<file path="config.mk">
export PLATFORM = sky130hd
export DESIGN_NAME = uart_tx_fifo
export DESIGN_NICKNAME = d
export VERILOG_FILES = /design/src/rtl/uart_tx_fifo.sv
export SDC_FILE = /design/constraint.sdc
export NUM_CORES = 1
export LEC_CHECK = 0
export CAP_MARGIN = 20
export CORE_AREA = 3 3 118 120
export DETAILED_ROUTE_END_ITERATION = 10
export DIE_AREA = 0 0 121 123
export PLACE_DENSITY = 0.61
export SLEW_MARGIN = 20
export SYNTH_ARGS = -nofsm -noshare
export SYNTH_HDL_FRONTEND = slang
export SYNTH_SLANG_ARGS = --single-unit
</file>
<file path="constraint.sdc">
create_clock -name sysclk -period 2.75 [get_ports sysclk]
set_input_delay 0.55 -clock sysclk [delete_from_list [all_inputs] [get_ports sysclk]]
set_output_delay 0.55 -clock sysclk [all_outputs]
set_load 0.05 [all_outputs]
</file>
<file path="src/rtl/uart_tx_fifo.sv">
// uart_tx_fifo: parametrised UART transmitter fed by a valid/ready FIFO, frames stream back-to-back
module uart_tx_fifo #(
  parameter int CLKS_PER_BIT = 1085,
  parameter int DATA_BITS    = 8,
  parameter int PARITY       = 0,
  parameter int STOP_BITS    = 1,
  parameter int FIFO_DEPTH   = 8
) (
  input  logic                          sysclk,
  input  logic                          rst_n,
  input  logic [DATA_BITS-1:0]          in_data,
  input  logic                          in_valid,
  output logic                          in_ready,
  output logic                          tx,
  output logic                          busy,
  output logic [$clog2(FIFO_DEPTH):0]   fifo_count
);
  localparam int AW = $clog2(FIFO_DEPTH);
  localparam int CW = $clog2(CLKS_PER_BIT) + 1;
  localparam int FW = 1 + DATA_BITS + ((PARITY != 0) ? 1 : 0) + STOP_BITS;

  if (CLKS_PER_BIT < 2 || DATA_BITS < 5 || DATA_BITS > 9 || PARITY < 0 || PARITY > 2 ||
      STOP_BITS < 1 || STOP_BITS > 2 || FIFO_DEPTH < 2 || (FIFO_DEPTH & (FIFO_DEPTH - 1)) != 0) begin : g_bad_params
    $error("uart_tx_fifo: illegal parameter value");
  end

  typedef enum logic [2:0] {S_IDLE, S_START, S_DATA, S_PARITY, S_STOP} state_t;

  logic [DATA_BITS-1:0] mem_q [FIFO_DEPTH];
  logic [AW-1:0]        wr_ptr_q, wr_ptr_d, rd_ptr_q, rd_ptr_d;
  logic [AW:0]          count_q, count_d;
  state_t               state_q, state_d;
  logic [CW-1:0]        cnt_q, cnt_d;
  logic [3:0]           bit_q, bit_d;
  logic [FW-1:0]        shift_q, shift_d, frame;
  logic                 tx_q, tx_d, busy_q, busy_d;
  logic                 push, pop, empty, last_cyc;
  logic [DATA_BITS-1:0] head;

  assign head       = mem_q[rd_ptr_q];
  assign empty      = count_q == '0;
  assign in_ready   = count_q != (AW+1)'(FIFO_DEPTH);
  assign push       = in_valid && in_ready;
  assign last_cyc   = cnt_q == CW'(CLKS_PER_BIT - 1);
  assign tx         = tx_q;
  assign busy       = busy_q;
  assign fifo_count = count_q;

  // Frame image for the FIFO head, shifted out LSB first: start, data, optional parity, stop bits
  always_comb begin
    frame = '1;
    frame[DATA_BITS:1] = head;
    frame[0] = 1'b0;
    if (PARITY != 0) frame[DATA_BITS+1] = ^head ^ (PARITY == 1);
  end

  // Shifter FSM: bit timing, state sequencing and the pop that starts each frame
  always_comb begin
    state_d = state_q;
    cnt_d   = (state_q == S_IDLE || last_cyc) ? '0 : cnt_q + CW'(1);
    bit_d   = bit_q;
    shift_d = (state_q != S_IDLE && last_cyc) ? {1'b1, shift_q[FW-1:1]} : shift_q;
    pop     = 1'b0;
    case (state_q)
      S_IDLE:   pop = !empty;
      S_START:  if (last_cyc) state_d = S_DATA;
      S_DATA:   if (last_cyc) begin
        bit_d = bit_q + 4'd1;
        if (bit_q == 4'(DATA_BITS - 1)) begin
          bit_d   = '0;
          state_d = (PARITY != 0) ? S_PARITY : S_STOP;
        end
      end
      S_PARITY: if (last_cyc) state_d = S_STOP;
      S_STOP:   if (last_cyc) begin
        bit_d = bit_q + 4'd1;
        if (bit_q == 4'(STOP_BITS - 1)) begin
          bit_d   = '0;
          state_d = S_IDLE;
          pop     = !empty;
        end
      end
      default:  state_d = S_IDLE;
    endcase
    if (pop) begin
      state_d = S_START;
      shift_d = frame;
      cnt_d   = '0;
      bit_d   = '0;
    end
  end

  // FIFO pointers and occupancy; line and busy are registered together so they move on the same edge
  always_comb begin
    wr_ptr_d = push ? wr_ptr_q + AW'(1) : wr_ptr_q;
    rd_ptr_d = pop ? rd_ptr_q + AW'(1) : rd_ptr_q;
    count_d  = count_q + {{AW{1'b0}}, push} - {{AW{1'b0}}, pop};
    tx_d     = (state_q == S_IDLE) ? 1'b1 : shift_q[0];
    busy_d   = state_q != S_IDLE;
  end

  // FIFO storage; contents need no reset since occupancy gates every read
  always_ff @(posedge sysclk)
    if (push) mem_q[wr_ptr_q] <= in_data;

  // State registers; reset aborts any frame and forces the line idle without a clock
  always_ff @(posedge sysclk or negedge rst_n)
    if (!rst_n) begin
      wr_ptr_q <= '0;
      rd_ptr_q <= '0;
      count_q  <= '0;
      state_q  <= S_IDLE;
      cnt_q    <= '0;
      bit_q    <= '0;
      shift_q  <= '1;
      tx_q     <= 1'b1;
      busy_q   <= 1'b0;
    end else begin
      wr_ptr_q <= wr_ptr_d;
      rd_ptr_q <= rd_ptr_d;
      count_q  <= count_d;
      state_q  <= state_d;
      cnt_q    <= cnt_d;
      bit_q    <= bit_d;
      shift_q  <= shift_d;
      tx_q     <= tx_d;
      busy_q   <= busy_d;
    end
endmodule

</file>
==> results.md <==
- The type of the worst min-delay path is in2async.
- The detailed router's first-iteration violation count is ~130.
- The peak supply drop is 0.439 mV.
- Of all nets on the critical path, the largest fanout is 4.
- The number of buffers on the longest clock path is 2.
- On the worst path, the slowest cell contributes a delay of 0.82 ns.
- The number of max-slew violations in the final report came to 0.
- The reg-to-reg startpoint is fifo_count[2].
- The via count of the first global-routing pass is 2,451.
- The total of cells resized after clock tree synthesis is 0.
- The number of sinks handled by clock tree synthesis is 104.
- The first global-routing pass estimated ~13 mm of wire.
- For the final routed database, the setup TNS stands at 0 ns.
- Among all flip-flop cells after synthesis, the most frequent one is sky130_fd_sc_hd__edfxtp_1.
- Multiplexer cells account for 12.9% of the synthesized area.
- The post-synthesis sequential element count is 104.
- Hold repair after CTS inserted 0 buffers.
- In this run the clock root is driven by a sky130_fd_sc_hd__clkbuf_16.
- When the netlist entered floorplanning its net count stood at 320.
- For the worst setup path, the data required time is 2.20 ns.
- The number of antenna diodes in the final layout is 0.
- The die covers 0.0149 mm^2.
- The critical path arrival is around 1.9 ns.
- The internal reg-to-reg setup slack is ~0.41 ns.
- The remaining number of nets flagged by the antenna check after routing is 0.
- From left edge to right edge, the die measures 121 um.
- In the synthesized netlist, the number of instances is 296.
- Setup repair after global routing left no endpoint under its margin.
- The part of the total power dissipated in the clock network is 32.9%.
- Setup violations remaining at the end of the flow were counted as 0.
- Entering global routing, the biggest net connects a little over 40 pins.
- Max-cap violations in this run came to 0.
- Detailed routing inserted a total of 2,409 vias.
- The sort of element at the end of the critical path is a primary output.
- Yosys printed 0 warnings.
- After layout, the worst path uses between 80% and 90% of the clock period.
- The number of fill cells in the layout is 1,199.
- The endpoint of the most critical register-to-register path is fifo_count[2].
- At the end of the flow, the number of nets in the layout was about 350.
- In the routed design, unresolved DRC markers number 0.
- The count of input and output buffers is 17.
- The synthesized netlist devotes around 3.7% of its cell area to compound gates.
- The slowest stage of the critical path belongs to the cell sky130_fd_sc_hd__clkdlybuf4s50_1.
- The clock-pin slew on the worst setup and hold paths is 0.07 ns.
- The worst-case headroom to the max-slew limit is 40.3%.
- Counting the buffers created by CTS gives 9.
- The cell with the most instances after synthesis is sky130_fd_sc_hd__edfxtp_1.
- The placeable core region is 0.0131 mm^2.
- The final routed wire length divided by cell count is between 15 and 20 um.
- From synthesis to final layout, the design area changed by 15.9%.
- In this run the biggest area consumer among cell types represents 42.5% of the synthesized area.
- Clock skew on the completed layout was measured at 0.0100 ns.
- The number of hold-slack violations in the final timing report is 0.
- The number of distinct library cell variants in the gate-level netlist after synthesis is 48.
- The clock reaches the later pin of the worst-skew pair after between 0.3 and 0.4 ns.
- Walking the worst path, the cells encountered are ha_1, nand2_1, clkdlybuf4s50_1.
- For this design the top-level I/O count stands at 18.
- The total iterations of the first detailed-routing run is 4.
- The ratio of routed vias to standard cells is between 4 and 5.
- sky130_fd_sc_hd__edfxtp_1 takes more of the synthesized area than any other cell.
- Sequential cells were found to cover between 60% and 70% of the synthesized design area.
- The number of enable flip-flop cells after synthesis is between 60 and 70.
- The proportion of total power due to net switching is approximately 29%.
- Timing would allow up to between 400 and 500 MHz.
- The buffer and inverter count on the worst path is 1.
- After synthesis, the share of flip-flops with an asynchronous set or reset is 38.5%.
- The synthesized netlist devotes 9.37% of its cell area to simple gates.
- After clock tree synthesis, the setup repair step added 0 buffers.
- The cell class contributing the biggest share of worst-path delay is buffers and inverters.
- The leakage component of the power is about 1.9 nW.
- After global routing the overflow that remains totals 0.
- The part of the power in registers is 50.1%.
- The post-detailed-routing wire length is around 7.9 mm.
- In this run the mean area of a mapped cell was about 15 um^2.
- The cell area power density is 746 mW/mm^2.
- Once the floorplan was initialized, standard cells occupied between 30 and 40% of the core.
- Detailed placement finished with a half-perimeter wire length of 5.06 mm.
- The clock tree from TritonCTS is built.
- Of the total synthesized cell area, the portion taken by full adders, half adders and majority gates is about 3.8%.
- The total internal power is 2.78 mW.
- The number of cells traversed by the worst register-to-register path is 10.
- The category of the worst setup path launch point is a flip-flop.
- The area share of xor/xnor cells in the synthesized design is between 2 and 3%.
- The critical path class is reg2out.
- By area the synthesized netlist is led by sky130_fd_sc_hd__edfxtp_1 (42%), sky130_fd_sc_hd__dfrtp_1 (17%), sky130_fd_sc_hd__mux4_2 (8.0%).
- In the final layout, the share of cells above drive strength 1 is 25.5%.
- Final hold analysis gives a worst-case slack of 0.318 ns.
- Routability-driven placement finished with a final weighted congestion of 0.799.
- The y dimension of the die is 123 um.
- The power share of the combinational group is between 15 and 20%.
- The slew at the pin closest to its max-slew limit is around 0.9 ns.
- The worst path needs 2.46 ns of the cycle, external delays included.
- By area, the combinational part of the netlist is dominated by multiplexers.
- In this run the power spent charging and discharging nets is approximately 1.1 mW.
- The H-tree generated during clock tree synthesis spans 3 levels.
- The cell area after synthesis is 0.00453 mm^2.
- The initial antenna violation count was 0.
- The commonest cells after synthesis are sky130_fd_sc_hd__edfxtp_1 (64), sky130_fd_sc_hd__dfrtp_1 (30), sky130_fd_sc_hd__nor2_1 (22), sky130_fd_sc_hd__nand2_1 (19), sky130_fd_sc_hd__mux4_2 (16).
- The global-route total usage across every layer is 11.8%.
- The floorplan has 42 rows.
- The run finished with clean final reports.
==> placed cells by master, fill, tap and decap left out, types with 2 or more instances in the layout <==
cell type / count
sky130_fd_sc_hd__and3_2: 2
sky130_fd_sc_hd__dfrtp_2: 2
sky130_fd_sc_hd__dfstp_2: 10
sky130_fd_sc_hd__nor2_1: 22
sky130_fd_sc_hd__inv_6: 2
sky130_fd_sc_hd__xor2_1: 9
sky130_fd_sc_hd__xnor2_1: 6
sky130_fd_sc_hd__nand2_1: 18
sky130_fd_sc_hd__mux2_2: 10
sky130_fd_sc_hd__ha_1: 12
sky130_fd_sc_hd__mux4_2: 16
sky130_fd_sc_hd__inv_1: 12
sky130_fd_sc_hd__nor3_1: 3
sky130_fd_sc_hd__a21oi_1: 3
sky130_fd_sc_hd__clkbuf_16: 9
sky130_fd_sc_hd__nand3_1: 7
sky130_fd_sc_hd__o21ai_0: 12
sky130_fd_sc_hd__mux2i_1: 11
sky130_fd_sc_hd__inv_8: 2
sky130_fd_sc_hd__dfrtp_1: 28
sky130_fd_sc_hd__nand4_1: 3
sky130_fd_sc_hd__or2_2: 2
sky130_fd_sc_hd__nand2b_1: 4
sky130_fd_sc_hd__and4bb_2: 2
sky130_fd_sc_hd__clkinv_8: 2
sky130_fd_sc_hd__clkdlybuf4s50_1: 16
sky130_fd_sc_hd__edfxtp_1: 64
sky130_fd_sc_hd__and3_1: 3
sky130_fd_sc_hd__buf_4: 11
==> stage by stage <==
step / power (mW) / utilization [%] / area, um^2 / worst slack, ns / cells
floorplan: 2.40 / - / 4530 / 0.0530 / 296
global placement: 2.66 / 37.8 / 4940 / 0.407 / 489
detailed placement: 2.67 / 37.8 / 4940 / 0.379 / 489
CTS: 3.97 / 40.1 / 5250 / 0.249 / 505
global route: 4.11 / 40.1 / 5250 / 0.203 / 505
finish: 3.91 / 40.1 / 5250 / 0.288 / 505
==> layout make-up <==
class	instances	area (um^2)	share of cell area, %
flip-flops and latches	104	2940	56.0
multi-input cells	168	1490	28.3
repair buffers	28	248	4.72
clock buffers	9	225	4.29
well taps	176	220	4.20
clock inverters	7	80.1	1.53
inverters	13	48.8	0.930
==> routing by layer <==
metal  part of all wire [%]  global-route usage, %
met5                      0                      0
met4                    1.9                   5.52
met3                    3.1                   3.29
met2                     50                   18.9
met1                     45                   15.1
==> registers in the layout (all words and copies together) (netlist names) <==
| name | flops |
|---|---|
| mem_q | 64 |
| cnt_q | 12 |
| shift_q | 9 |
| bit_q | 4 |
| fifo_count | 4 |
| rd_ptr_q | 3 |
| state_q | 3 |
| wr_ptr_q | 3 |
| busy | 1 |
| tx | 1 |
==> worst max-delay path by stage <==
stage / from / endpoint / slack, ns / cells after the start
after global placement: in_valid / fifo_count[2] / 0.41 / 7
final: fifo_count[3] / in_ready / 0.29 / 3
after global routing: fifo_count[2] / in_ready / 0.20 / 4
after CTS: fifo_count[3] / in_ready / 0.25 / 3
after detailed placement: in_valid / fifo_count[2] / 0.38 / 7
after floorplan: fifo_count[2] / fifo_count[2] / 0.05 / 12
==> cells by family (layout without fill, tap and decap cells) <==
| family | Yosys count | count (layout) |
|---|---|---|
| simple gates | 77 | 77 |
| xor+xnor | 15 | 15 |
| flops | 104 | 104 |
| mux | 37 | 37 |
| compound gates | 26 | 26 |
| fa+ha+maj | 13 | 13 |
| buf+inv | 24 | 57 |
==> power by group through the flow <==
stage	combinational [mW]	sequential, mW	clock (mW)
after detailed placement	0.679	1.99	0
after global placement	0.675	1.98	0
after floorplan	0.324	2.08	0
final	0.666	1.96	1.29
after CTS	0.681	1.96	1.33
after global routing	0.736	1.98	1.40
(Power assumes the default switching activity.)
